File: config.mk
export PLATFORM = sky130hd
export DESIGN_NAME = uart_program_loader_flat
export DESIGN_NICKNAME = d
export VERILOG_FILES = /design/src/rtl/uart_loader_pkg.sv /design/src/rtl/uart_program_loader_if.sv /design/src/rtl/loader_idle_timer.sv /design/src/rtl/uart_program_loader.sv /design/src/flat_wrapper.sv
export SDC_FILE = /design/constraint.sdc
export NUM_CORES = 1
export LEC_CHECK = 0
export ABC_CLOCK_PERIOD_IN_PS = 3800
export CAP_MARGIN = 40
export CORE_ASPECT_RATIO = 1.2
export CORE_MARGIN = 2
export CORE_UTILIZATION = 55
export CTS_CLUSTER_DIAMETER = 60
export DETAILED_ROUTE_END_ITERATION = 8
export PLACE_DENSITY = 0.8
export SYNTH_ARGS = -nofsm -noshare
export SYNTH_HDL_FRONTEND = slang
export SYNTH_SLANG_ARGS = --single-unit
File: constraint.sdc
create_clock -name clk -period 3.8 [get_ports clk]
set_clock_uncertainty 0.2 [all_clocks]
set_input_delay 0.76 -clock clk [delete_from_list [all_inputs] [get_ports clk]]
set_output_delay 0.76 -clock clk [all_outputs]
set_load 0.02 [all_outputs]
File: src/rtl/uart_loader_pkg.sv
// Shared constants and state type for the UART program loader.
// Command bytes, default reply bytes and the frame FSM states.
package uart_loader_pkg;

    localparam logic [7:0] CMD_WRITE_INSN = 8'h01;
    localparam logic [7:0] CMD_WRITE_DATA = 8'h02;
    localparam logic [7:0] CMD_RUN        = 8'h03;
    localparam logic [7:0] CMD_HALT       = 8'h04;

    localparam logic [7:0] DEF_ACK_BYTE = 8'hA5;
    localparam logic [7:0] DEF_NAK_BYTE = 8'h5A;

    typedef enum logic [1:0] {
        IDLE,
        ADDR,
        LEN,
        PAYLOAD
    } loader_state_t;

endpackage

File: src/rtl/uart_program_loader_if.sv
// Loader bus: UART receive side, memory write ports, run line and reply.
// master is the loader, slave is the surrounding system.
interface uart_program_loader_if;

    logic        rx_rd;
    logic [7:0]  rx_data;
    logic [31:0] insn_addr;
    logic [31:0] insn_din;
    logic        insn_we;
    logic [31:0] data_addr;
    logic [31:0] data_din;
    logic        data_we;
    logic        run;
    logic        busy;
    logic        ack_valid;
    logic [7:0]  ack_data;
    logic [15:0] err_count;

    modport master (
        input  rx_rd, rx_data,
        output insn_addr, insn_din, insn_we,
        output data_addr, data_din, data_we,
        output run, busy, ack_valid, ack_data, err_count
    );

    modport slave (
        output rx_rd, rx_data,
        input  insn_addr, insn_din, insn_we,
        input  data_addr, data_din, data_we,
        input  run, busy, ack_valid, ack_data, err_count
    );

endinterface

File: src/rtl/loader_idle_timer.sv
// Inactivity timer: pulses expired after TIMEOUT_CYCLES enabled cycles
// with no clear; a clear in the firing cycle wins.
module loader_idle_timer #(
    parameter logic [31:0] TIMEOUT_CYCLES = 32'd5_000_000
) (
    input  logic clk,
    input  logic reset,
    input  logic enable,
    input  logic clear,
    output logic expired
);

    logic [31:0] r_cnt;

    assign expired = enable & ~clear &
                     (r_cnt == TIMEOUT_CYCLES - 32'd1);

    always_ff @(posedge clk) begin
        if (reset || !enable || clear || expired)
            r_cnt <= '0;
        else
            r_cnt <= r_cnt + 32'd1;
    end

endmodule

File: src/rtl/uart_program_loader.sv
// Framed UART loader: parses commands, assembles LE words and issues
// instruction/data write strobes, run control and ACK/NAK replies.
module uart_program_loader
    import uart_loader_pkg::*;
#(
    parameter logic [31:0] TIMEOUT_CYCLES = 32'd5_000_000,
    parameter logic [7:0]  ACK_BYTE       = DEF_ACK_BYTE,
    parameter logic [7:0]  NAK_BYTE       = DEF_NAK_BYTE
) (
    input logic                  clk,
    input logic                  reset,
    uart_program_loader_if.master bus
);

    loader_state_t r_state, w_state_n;

    logic        r_rx_rd_d;
    logic [1:0]  r_idx;
    logic [23:0] r_shift;
    logic [31:0] r_addr;
    logic [31:0] r_remain;
    logic        r_sel_data;
    logic        r_run;
    logic [31:0] r_insn_addr, r_insn_din;
    logic [31:0] r_data_addr, r_data_din;
    logic        r_insn_we, r_data_we;
    logic        r_ack_valid;
    logic [7:0]  r_ack_data;
    logic [15:0] r_err;

    logic        w_evt, w_last, w_busy, w_is_wr, w_expired;
    logic [31:0] w_word;
    logic        w_ack, w_nak, w_wr, w_ld_addr, w_ld_len;
    logic        w_run_set, w_run_clr;

    assign w_evt   = bus.rx_rd & ~r_rx_rd_d;
    assign w_last  = (r_idx == 2'd3);
    assign w_busy  = (r_state != IDLE);
    assign w_word  = {bus.rx_data, r_shift};
    assign w_is_wr = (bus.rx_data == CMD_WRITE_INSN) ||
                     (bus.rx_data == CMD_WRITE_DATA);

    loader_idle_timer #(
        .TIMEOUT_CYCLES(TIMEOUT_CYCLES)
    ) u_timer (
        .clk    (clk),
        .reset  (reset),
        .enable (w_busy),
        .clear  (w_evt),
        .expired(w_expired)
    );

    always_comb begin
        w_state_n = r_state;
        w_ack     = 1'b0;
        w_nak     = 1'b0;
        w_wr      = 1'b0;
        w_ld_addr = 1'b0;
        w_ld_len  = 1'b0;
        w_run_set = 1'b0;
        w_run_clr = 1'b0;
        unique case (r_state)
            IDLE: begin
                if (w_evt) begin
                    unique case (1'b1)
                        w_is_wr: begin
                            w_state_n = ADDR;
                            w_run_clr = 1'b1;
                        end
                        (bus.rx_data == CMD_RUN): begin
                            w_run_set = 1'b1;
                            w_ack     = 1'b1;
                        end
                        (bus.rx_data == CMD_HALT): begin
                            w_run_clr = 1'b1;
                            w_ack     = 1'b1;
                        end
                        default: w_nak = 1'b1;
                    endcase
                end
            end
            ADDR: begin
                if (w_evt && w_last) begin
                    w_state_n = LEN;
                    w_ld_addr = 1'b1;
                end
            end
            LEN: begin
                if (w_evt && w_last) begin
                    w_ld_len = 1'b1;
                    if (w_word == 32'd0) begin
                        w_state_n = IDLE;
                        w_ack     = 1'b1;
                    end else begin
                        w_state_n = PAYLOAD;
                    end
                end
            end
            PAYLOAD: begin
                if (w_evt && w_last) begin
                    w_wr = 1'b1;
                    if (r_remain == 32'd1) begin
                        w_state_n = IDLE;
                        w_ack     = 1'b1;
                    end
                end
            end
            default: w_state_n = IDLE;
        endcase
        // The timer never fires in IDLE or on a byte event.
        if (w_expired) begin
            w_state_n = IDLE;
            w_nak     = 1'b1;
        end
    end

    always_ff @(posedge clk) begin
        if (reset) begin
            r_state     <= IDLE;
            r_rx_rd_d   <= 1'b0;
            r_idx       <= '0;
            r_shift     <= '0;
            r_addr      <= '0;
            r_remain    <= '0;
            r_sel_data  <= 1'b0;
            r_run       <= 1'b0;
            r_insn_addr <= '0;
            r_insn_din  <= '0;
            r_insn_we   <= 1'b0;
            r_data_addr <= '0;
            r_data_din  <= '0;
            r_data_we   <= 1'b0;
            r_ack_valid <= 1'b0;
            r_ack_data  <= '0;
            r_err       <= '0;
        end else begin
            r_rx_rd_d   <= bus.rx_rd;
            r_state     <= w_state_n;
            r_insn_we   <= 1'b0;
            r_data_we   <= 1'b0;
            r_ack_valid <= 1'b0;
            if (w_state_n != r_state)
                r_idx <= '0;
            else if (w_evt)
                r_idx <= r_idx + 2'd1;
            if (w_evt)
                r_shift <= w_word[31:8];
            if (w_evt && !w_busy)
                r_sel_data <= (bus.rx_data == CMD_WRITE_DATA);
            if (w_ld_addr)
                r_addr <= w_word;
            if (w_ld_len)
                r_remain <= w_word;
            if (w_wr) begin
                if (r_sel_data) begin
                    r_data_we   <= 1'b1;
                    r_data_addr <= r_addr;
                    r_data_din  <= w_word;
                end else begin
                    r_insn_we   <= 1'b1;
                    r_insn_addr <= r_addr;
                    r_insn_din  <= w_word;
                end
                r_addr   <= r_addr + 32'd4;
                r_remain <= r_remain - 32'd1;
            end
            if (w_run_set)
                r_run <= 1'b1;
            else if (w_run_clr)
                r_run <= 1'b0;
            if (w_ack) begin
                r_ack_valid <= 1'b1;
                r_ack_data  <= ACK_BYTE;
            end else if (w_nak) begin
                r_ack_valid <= 1'b1;
                r_ack_data  <= NAK_BYTE;
                if (r_err != 16'hFFFF)
                    r_err <= r_err + 16'd1;
            end
        end
    end

    assign bus.insn_addr = r_insn_addr;
    assign bus.insn_din  = r_insn_din;
    assign bus.insn_we   = r_insn_we;
    assign bus.data_addr = r_data_addr;
    assign bus.data_din  = r_data_din;
    assign bus.data_we   = r_data_we;
    assign bus.run       = r_run;
    assign bus.busy      = w_busy;
    assign bus.ack_valid = r_ack_valid;
    assign bus.ack_data  = r_ack_data;
    assign bus.err_count = r_err;

endmodule

File: src/flat_wrapper.sv
// flat-port wrapper written by rule: the top's interface ports become plain ports
module uart_program_loader_flat import uart_loader_pkg::*;
#(
    parameter logic [31:0] TIMEOUT_CYCLES = 32'd5_000_000,
    parameter logic [7:0]  ACK_BYTE       = DEF_ACK_BYTE,
    parameter logic [7:0]  NAK_BYTE       = DEF_NAK_BYTE
)
  (clk, reset, bus_rx_rd, bus_rx_data, bus_insn_addr, bus_insn_din, bus_insn_we, bus_data_addr, bus_data_din, bus_data_we, bus_run, bus_busy, bus_ack_valid, bus_ack_data, bus_err_count);
  uart_program_loader_if bus_i ();
  input logic clk;
  input logic reset;
  input wire logic [$bits(bus_i.rx_rd)-1:0] bus_rx_rd;
  input wire logic [$bits(bus_i.rx_data)-1:0] bus_rx_data;
  output wire logic [$bits(bus_i.insn_addr)-1:0] bus_insn_addr;
  output wire logic [$bits(bus_i.insn_din)-1:0] bus_insn_din;
  output wire logic [$bits(bus_i.insn_we)-1:0] bus_insn_we;
  output wire logic [$bits(bus_i.data_addr)-1:0] bus_data_addr;
  output wire logic [$bits(bus_i.data_din)-1:0] bus_data_din;
  output wire logic [$bits(bus_i.data_we)-1:0] bus_data_we;
  output wire logic [$bits(bus_i.run)-1:0] bus_run;
  output wire logic [$bits(bus_i.busy)-1:0] bus_busy;
  output wire logic [$bits(bus_i.ack_valid)-1:0] bus_ack_valid;
  output wire logic [$bits(bus_i.ack_data)-1:0] bus_ack_data;
  output wire logic [$bits(bus_i.err_count)-1:0] bus_err_count;
  assign bus_i.rx_rd = bus_rx_rd;
  assign bus_i.rx_data = bus_rx_data;
  assign bus_insn_addr = bus_i.insn_addr;
  assign bus_insn_din = bus_i.insn_din;
  assign bus_insn_we = bus_i.insn_we;
  assign bus_data_addr = bus_i.data_addr;
  assign bus_data_din = bus_i.data_din;
  assign bus_data_we = bus_i.data_we;
  assign bus_run = bus_i.run;
  assign bus_busy = bus_i.busy;
  assign bus_ack_valid = bus_i.ack_valid;
  assign bus_ack_data = bus_i.ack_data;
  assign bus_err_count = bus_i.err_count;
  uart_program_loader #(.TIMEOUT_CYCLES(TIMEOUT_CYCLES), .ACK_BYTE(ACK_BYTE), .NAK_BYTE(NAK_BYTE)) u_core (.clk(clk), .reset(reset), .bus(bus_i));
endmodule
==> results of run 1 <==
-- stage by stage --
stage | utilization [%] | hold slack, ns | std cells
floorplan | - | 0.230 | 1570
global placement | 64.6 | 0.242 | 1934
detailed placement | 64.6 | 0.246 | 1935
CTS | 68.5 | 0.255 | 1984
global route | 68.5 | 0.271 | 1984
finish | 68.5 | 0.253 | 1984
-- worst min-delay path: cells and delay by family, from the launching register on --
family	cells	cell delay (ns)
flip-flops	1	0.31
AO/OA/AOI/OAI	1	0.05
AND/OR/NAND/NOR	1	0.05
-- layout make-up --
cell class | count | share of cell area [%]
multi-input combinational | 1165 | 40.7
sequential | 276 | 37.4
timing repair buffer | 203 | 13.5
clock buffer | 41 | 5.27
tap | 274 | 2.32
inverter | 17 | 0.432
clock inverter | 8 | 0.365
-- registers in the layout (all words and copies together), names as in the netlist --
register	cells
u_core.bus.ack_data	2
u_core.r_sel_data	1
u_core.bus.insn_we	1
u_core.bus.err_count	16
u_core.bus.insn_addr	32
u_core.u_timer.r_cnt	32
u_core.bus.ack_valid	1
u_core.r_state	2
u_core.bus.data_addr	32
u_core.r_addr	32
u_core.bus.data_we	1
u_core.r_remain	32
u_core.r_shift	24
u_core.bus.data_din	32
u_core.r_idx	2
u_core.bus.insn_din	32
u_core.bus.run	1
u_core.r_rx_rd_d	1
-- synth_stat cells (14+ instances only) --
| master | instances |
|---|---|
| or3_1 | 14 |
| dfxtp_1 | 276 |
| a211oi_1 | 20 |
| inv_1 | 16 |
| nor2_1 | 136 |
| nor4_1 | 25 |
| clkbuf_1 | 93 |
| a21oi_1 | 210 |
| and3_1 | 19 |
| nand4_1 | 20 |
| nand2_1 | 387 |
| a31oi_1 | 15 |
| nor3_1 | 39 |
| o21ai_0 | 49 |
| xnor2_1 | 25 |
| nand3_1 | 42 |
| xor2_1 | 19 |
-- worst max path at each step --
stage	end	slack [ns]	depth (start not counted)
6_report	u_core.bus.err_count[15]$_SDFFE_PP0P_	0.85	7
2_1_floorplan	u_core.bus.err_count[9]$_SDFFE_PP0P_	0.80	8
3_3_place_gp	u_core.bus.err_count[15]$_SDFFE_PP0P_	0.37	7
3_5_place_dp	u_core.bus.err_count[15]$_SDFFE_PP0P_	0.32	7
5_1_grt	u_core.bus.err_count[1]$_SDFFE_PP0P_	0.71	7
4_1_cts	u_core.bus.err_count[15]$_SDFFE_PP0P_	0.86	7
-- power groups by stage --
stage | logic (µW) | clock network, µW | registers, µW
2_1_floorplan | 122 | 0 | 3000
3_3_place_gp | 186 | 0 | 3010
3_5_place_dp | 189 | 0 | 3010
4_1_cts | 190 | 2570 | 2940
5_1_grt | 210 | 2690 | 2940
6_report | 192 | 2550 | 2950
-- cell families after synthesis --
family,Yosys count
fa+ha+maj,6
flops,276
compound gates,378
simple gates,733
buf+inv,129
mux,4
xor+xnor,44
-- routing by layer --
| layer | routed length, µm | vias to the layer above | global-route usage [%] |
|---|---|---|---|
| li1 | - | 5677 | - |
| met1 | 14000 | 5582 | 37.8 |
| met2 | 16800 | 577 | 49.3 |
| met3 | 2930 | 95 | 4.30 |
| met4 | 1100 | 0 | 10.3 |
| met5 | 0 | - | 0 |
==> impl_metrics.env, run 1 <==
export IMPL_syn_area_per_cell_um2=7.66
export IMPL_final_max_slew_violation_count=0
export IMPL_insertedDiodeCount=0
export IMPL_die_height_um=166
export IMPL_worstReg2RegStart="u_core.u_timer.r_cnt[23]$_SDFF_PP0_"
export IMPL_max_freq_ghz=0.340
export IMPL_synthMuxAreaShare_pct=0.333
export IMPL_ys_seq_area_share_pct=45.9
export IMPL_layout_common_cells="386 x nand2_1, 275 x dfxtp_1, 210 x a21oi_1"
export IMPL_ys_ff_latch=276
export IMPL_seqPwrFrac_pct=51.8
export IMPL_multi_input_area_mm2=0.00600
export IMPL_vdd_ir_drop_max_mv=0.351
export IMPL_num_vias=11931
export IMPL_synth_xor_area_share_pct=3.20
export IMPL_synth_simple_area_share_pct=26.9
export IMPL_switchingPower_uw=1290
export IMPL_chipWidth_um=139
export IMPL_relSlewSlack_pct=31.4
export IMPL_regArea_mm2=0.00553
export IMPL_synth_flop_cell="dfxtp_1"
export IMPL_r2r_end="u_core.bus.err_count[15]$_SDFFE_PP0P_"
export IMPL_antenna_found_initial=0
export IMPL_clkPwrFrac_pct=44.8
export IMPL_drive_gt1_share_pct=5.50
export IMPL_worst_pin_slew_ns=1.02
export IMPL_hpwl_um=22800
export IMPL_fin_crit_sh_pct=77.5
export IMPL_min_path_cells=2
export IMPL_grt_max_degree=114
export IMPL_cp_end_kind="register"
export IMPL_final_common_cell="nand2_1"
export IMPL_postCtsSetupBuffers=0
export IMPL_cp_required_ns=3.98
export IMPL_power_total_uw=5680
export IMPL_gr_usage_all_layers_pct=29.1
export IMPL_setup_tns_ns=0
export IMPL_nNetsFinal=1707
export IMPL_first_iter_violations=1420
export IMPL_critPathSlowestCell="or4_4"
export IMPL_switching_share_pct=22.6
export IMPL_critPathTopFamily="simple AND/OR/NAND/NOR gates"
export IMPL_synth_edf_count=0
export IMPL_routabilityCongestion=0.891
export IMPL_synth_compound_area_share_pct=18.6
export IMPL_area_growth_syn_to_layout_pct=22.7
export IMPL_setup_ws_ns=0.855
export IMPL_grt_pass1_vias=11113
export IMPL_place_area_mm2=0.0139
export IMPL_n_fill_cell=1837
export IMPL_cts_hold_buf=0
export IMPL_holdCritPathClass="register to register"
export IMPL_place_ws_ns=0.325
export IMPL_grt_pass1_wl_um=56500
export IMPL_clock_path_buffers=3
export IMPL_critPathBufInv=1
export IMPL_leakagePower_uw=0.00483
export IMPL_worstHoldStart="u_core.bus.data_addr[5]$_SDFFE_PP0P_"
export IMPL_min_to="u_core.bus.data_addr[5]$_SDFFE_PP0P_"
export IMPL_fin_crit_ns=2.95
export IMPL_cp_cell_sequence="clkdlybuf4s50_1, nor2b_2, or3_1, or4_4, a2111oi_4, a31o_2, a21oi_1"
export IMPL_clk_pin_slew_ns=0.06
export IMPL_async_flop_share_pct=0
export IMPL_fp_dieArea_mm2=0.0231
export IMPL_worstPathArrival_ns=3.12
export IMPL_avgViaCountPerCell=6.01
export IMPL_r2r_slack_ns=0.88
export IMPL_synth_area_leaders="dfxtp_1 46%, nand2_1 12%, a21oi_1 8.7%, nor2_1 4.2%, clkbuf_1 2.9%"
export IMPL_cellPowerDensity_mw_per_mm2=385
export IMPL_internal_power_uw=4400
export IMPL_ff2ff_path_depth=6
export IMPL_cts_resized=0
export IMPL_p_comb_share_pct=3.4
export IMPL_setup_viol=0
export IMPL_path_class="input port to register"
export IMPL_synth_fa_ha_area_share_pct=0.624
export IMPL_ioPinCount=168
export IMPL_synth_top_area_share_pct=45.9
export IMPL_io_buffer_count=167
export IMPL_ant_nets=0
export IMPL_synth_area_mm2=0.0120
export IMPL_wl_per_cell_um=17.5
export IMPL_cp_startpoint="bus_rx_rd"
export IMPL_coreArea_mm2=0.0216
export IMPL_design_area_mm2=0.0148
export IMPL_slowest_delay_ns=0.60
export IMPL_synth_top_family_by_area="simple AND/OR/NAND/NOR gates"
export IMPL_hold_violations=0
export IMPL_drv_cap=0
export IMPL_critPathMaxFanout=10
export IMPL_clock_sinks=276
export IMPL_synth_top_cell_by_area="dfxtp_1"
export IMPL_cts_tree="yes"
export IMPL_cts_buffers=27
export IMPL_clock_latency_ns=0.54
export IMPL_synth_fp_nets=1587
export IMPL_totalWireLength_um=34800
export IMPL_grt_ovfl_total=0
export IMPL_synth_distinct_cells=69
export IMPL_yosys_warnings=0
export IMPL_drt_pass1_iter_count=5
export IMPL_root_buffer="clkbuf_16"
export IMPL_htreeDepth=1
export IMPL_drc=0
export IMPL_outcome="finished, final reports clean"
export IMPL_rsz0062_at_grt="no"
export IMPL_synthCells=1570
export IMPL_start_util_pct=55.8
export IMPL_rows=59
export IMPL_worstSetupStartpointType="input port"
Note: power is estimated with default switching activity, not from simulation.
==> run 2, diff against run 1 <==
--- a/config.mk
+++ b/config.mk
@@ -5,14 +5,14 @@
 export SDC_FILE = /design/constraint.sdc
 export NUM_CORES = 1
 export LEC_CHECK = 0
-export ABC_CLOCK_PERIOD_IN_PS = 3800
+export ABC_CLOCK_PERIOD_IN_PS = 2500
 export CAP_MARGIN = 40
 export CORE_ASPECT_RATIO = 1.2
 export CORE_MARGIN = 2
-export CORE_UTILIZATION = 55
+export CORE_UTILIZATION = 50
 export CTS_CLUSTER_DIAMETER = 60
 export DETAILED_ROUTE_END_ITERATION = 8
-export PLACE_DENSITY = 0.8
+export PLACE_DENSITY = 0.77
 export SYNTH_ARGS = -nofsm -noshare
 export SYNTH_HDL_FRONTEND = slang
 export SYNTH_SLANG_ARGS = --single-unit
==> constraint.sdc (replaced) <==
create_clock -name clk -period 2.5 [get_ports clk]
set_clock_uncertainty 0.2 [all_clocks]
set_input_delay 0.5 -clock clk [delete_from_list [all_inputs] [get_ports clk]]
set_output_delay 0.5 -clock clk [all_outputs]
set_load 0.02 [all_outputs]
==> run 2 against run 1 <==
The run now ends with negative setup slack left. Via count grew 3.5%. Core utilization down 0.93 points. Hold slack worse by 0.19 ns.
==> impl_metrics.env, run 2 (synthesis results as in run 1) <==
export IMPL_violations="negative setup slack"
export IMPL_clock_sinks=276
export IMPL_setup_ws_ns=-0.379
export IMPL_outcome="finished, violations left"
export IMPL_grt_use_met2_pct=46.7
export IMPL_setup_viol=47
export IMPL_die_height_um=174
export IMPL_fin_crit_sh_pct=115
export IMPL_final_max_slew_violation_count=0
export IMPL_avgViaCountPerCell=5.75
export IMPL_coreArea_mm2=0.0238
export IMPL_critPathMaxFanout=7
export IMPL_gr_usage_all_layers_pct=27.6
export IMPL_drive_gt1_share_pct=13.1
export IMPL_chipWidth_um=146
export IMPL_fin_cells=2146
export IMPL_worstReg2RegStart="u_core.u_timer.r_cnt[23]$_SDFF_PP0_"
export IMPL_root_buffer="clkbuf_16"
export IMPL_grt_max_degree=117
export IMPL_n_fill_cell=1931
export IMPL_start_util_pct=50.5
export IMPL_nNetsFinal=1822
export IMPL_worstSetupStartpointType="register"
export IMPL_drv_cap=0
export IMPL_worstPathArrival_ns=3.12
export IMPL_ioPinCount=168
export IMPL_r2r_slack_ns=-0.38
export IMPL_crit_end="u_core.bus.err_count[11]$_SDFFE_PP0P_"
export IMPL_path_class="register to register"
export IMPL_worst_pin_slew_ns=0.731
export IMPL_fp_dieArea_mm2=0.0253
export IMPL_use_met1_pct=34.5
export IMPL_antenna_found_initial=0
export IMPL_critPathBufInv=3
export IMPL_io_buffer_count=167
export IMPL_rsz0062_at_grt="yes"
export IMPL_cts_tree="yes"
export IMPL_num_vias=12344
export IMPL_drc=0
export IMPL_vdd_ir_drop_max_mv=0.478
export IMPL_layout_common_cells="386 x nand2_1, 271 x dfxtp_1, 209 x a21oi_1"
export IMPL_htreeDepth=1
export IMPL_routabilityCongestion=0.927
export IMPL_leakagePower_uw=0.00553
export IMPL_r2r_end="u_core.bus.err_count[11]$_SDFFE_PP0P_"
export IMPL_hpwl_um=24900
export IMPL_cp_startpoint="u_core.u_timer.r_cnt[23]$_SDFF_PP0_"
export IMPL_hold_violations=0
export IMPL_clock_path_buffers=3
export IMPL_cp_end_kind="register"
export IMPL_critPathTopFamily="simple AND/OR/NAND/NOR gates"
export IMPL_cpMostUsedCell="buf_4"
export IMPL_grt_pass1_wl_um=58600
export IMPL_drt_pass1_iter_count=5
export IMPL_multi_input_area_mm2=0.00613
export IMPL_grt_busiest_layer="met2"
export IMPL_gr_usage_met3_pct=4.17
export IMPL_insertedDiodeCount=0
export IMPL_max_freq_ghz=0.347
export IMPL_cp_cell_sequence="or4b_4, or3_4, or4_4, buf_4, buf_6, a21oi_2, buf_4, a21oi_1, a31o_2"
export IMPL_dp_cells=2090
export IMPL_place_ws_ns=-0.632
export IMPL_first_iter_violations=880
export IMPL_area_growth_syn_to_layout_pct=33.7
export IMPL_regArea_mm2=0.00553
export IMPL_final_common_cell="nand2_1"
export IMPL_grt_pass1_vias=11727
export IMPL_cp_required_ns=2.74
export IMPL_critPathSlowestCell="or4_4"
export IMPL_cellPowerDensity_mw_per_mm2=558
export IMPL_ant_nets=0
export IMPL_wl_per_cell_um=17.1
export IMPL_rows=62
export IMPL_clk_pin_slew_ns=0.07
export IMPL_ff2ff_path_depth=9
export IMPL_holdCritPathClass="input port to register"
export IMPL_grt_ovfl_total=0
export IMPL_relSlewSlack_pct=51.0
export IMPL_slowest_delay_ns=0.54
export IMPL_totalWireLength_um=36700
export IMPL_cts_buffers=27
export IMPL_power_total_uw=8970
export IMPL_crit_cells=9
export IMPL_clock_latency_ns=0.54
export IMPL_fin_crit_ns=2.88
## run 2: cell count changes in the layout (fill, tap and decap cells not counted), sizes merged
cell and change:
buf +113, clkbuf -2, inv -1, clkinvlp +4, bufinv +2
## run 2: metal layers
| layer | vias to the layer above | share of wire [%] |
|---|---|---|
| met2 | 474 | 48 |
| li1 | 5914 | - |
| met3 | 110 | 6.6 |
| met4 | 0 | 4.6 |
| met1 | 5846 | 40 |
| met5 | - | 0 |
## run 2: through the flow
step,util (%),hold slack (ns),instance area [µm²],TNS (ns)
5_1_grt,67.5,0.0679,16100,-14.49
3_3_place_gp,62.7,0.242,14900,-29.91
4_1_cts,66.8,0.0562,15900,-10.72
6_report,67.5,0.0599,16100,-11.32
3_5_place_dp,62.7,0.246,14900,-36.00
2_1_floorplan,-,0.230,12100,-5.67
## run 2: worst min path at each step
stage                                                  to  cells past startpoint  slack (ns)                                   from
finish              u_core.bus.err_count[14]$_SDFFE_PP0P_                      2        0.06                                  reset
global route        u_core.bus.err_count[10]$_SDFFE_PP0P_                      2        0.07                                  reset
CTS                 u_core.bus.err_count[14]$_SDFFE_PP0P_                      2        0.06                                  reset
detailed placement   u_core.bus.data_addr[0]$_SDFFE_PP0P_                      2        0.25   u_core.bus.data_addr[0]$_SDFFE_PP0P_
global placement    u_core.bus.insn_addr[25]$_SDFFE_PP0P_                      2        0.24  u_core.bus.insn_addr[25]$_SDFFE_PP0P_
floorplan              u_core.u_timer.r_cnt[0]$_SDFF_PP0_                      1        0.23     u_core.u_timer.r_cnt[0]$_SDFF_PP0_
## run 2: where the power goes
| group | internal [µW] | switching (µW) |
|---|---|---|
| logic | 137 | 233 |
| clock network | 2380 | 1770 |
| registers | 4420 | 25.6 |
| total | 6950 | 2030 |
## run 2: layout make-up
class | count | share of cell area (%)
multi-input combinational | 1165 | 38.1
sequential | 276 | 34.4
timing repair buffer | 318 | 18.9
clock buffer | 37 | 4.81
tap | 320 | 2.49
clock inverter | 13 | 0.871
inverter | 17 | 0.397
## run 2: repair_timing
action,4_1_cts,5_1_grt
hold endpoints to repair,0,0
gates cloned,1,2
hold buffers,0,0
endpoints found under the setup margin,46,61
pin swaps,1,12
gates resized for setup,6,27
setup buffers,1,2
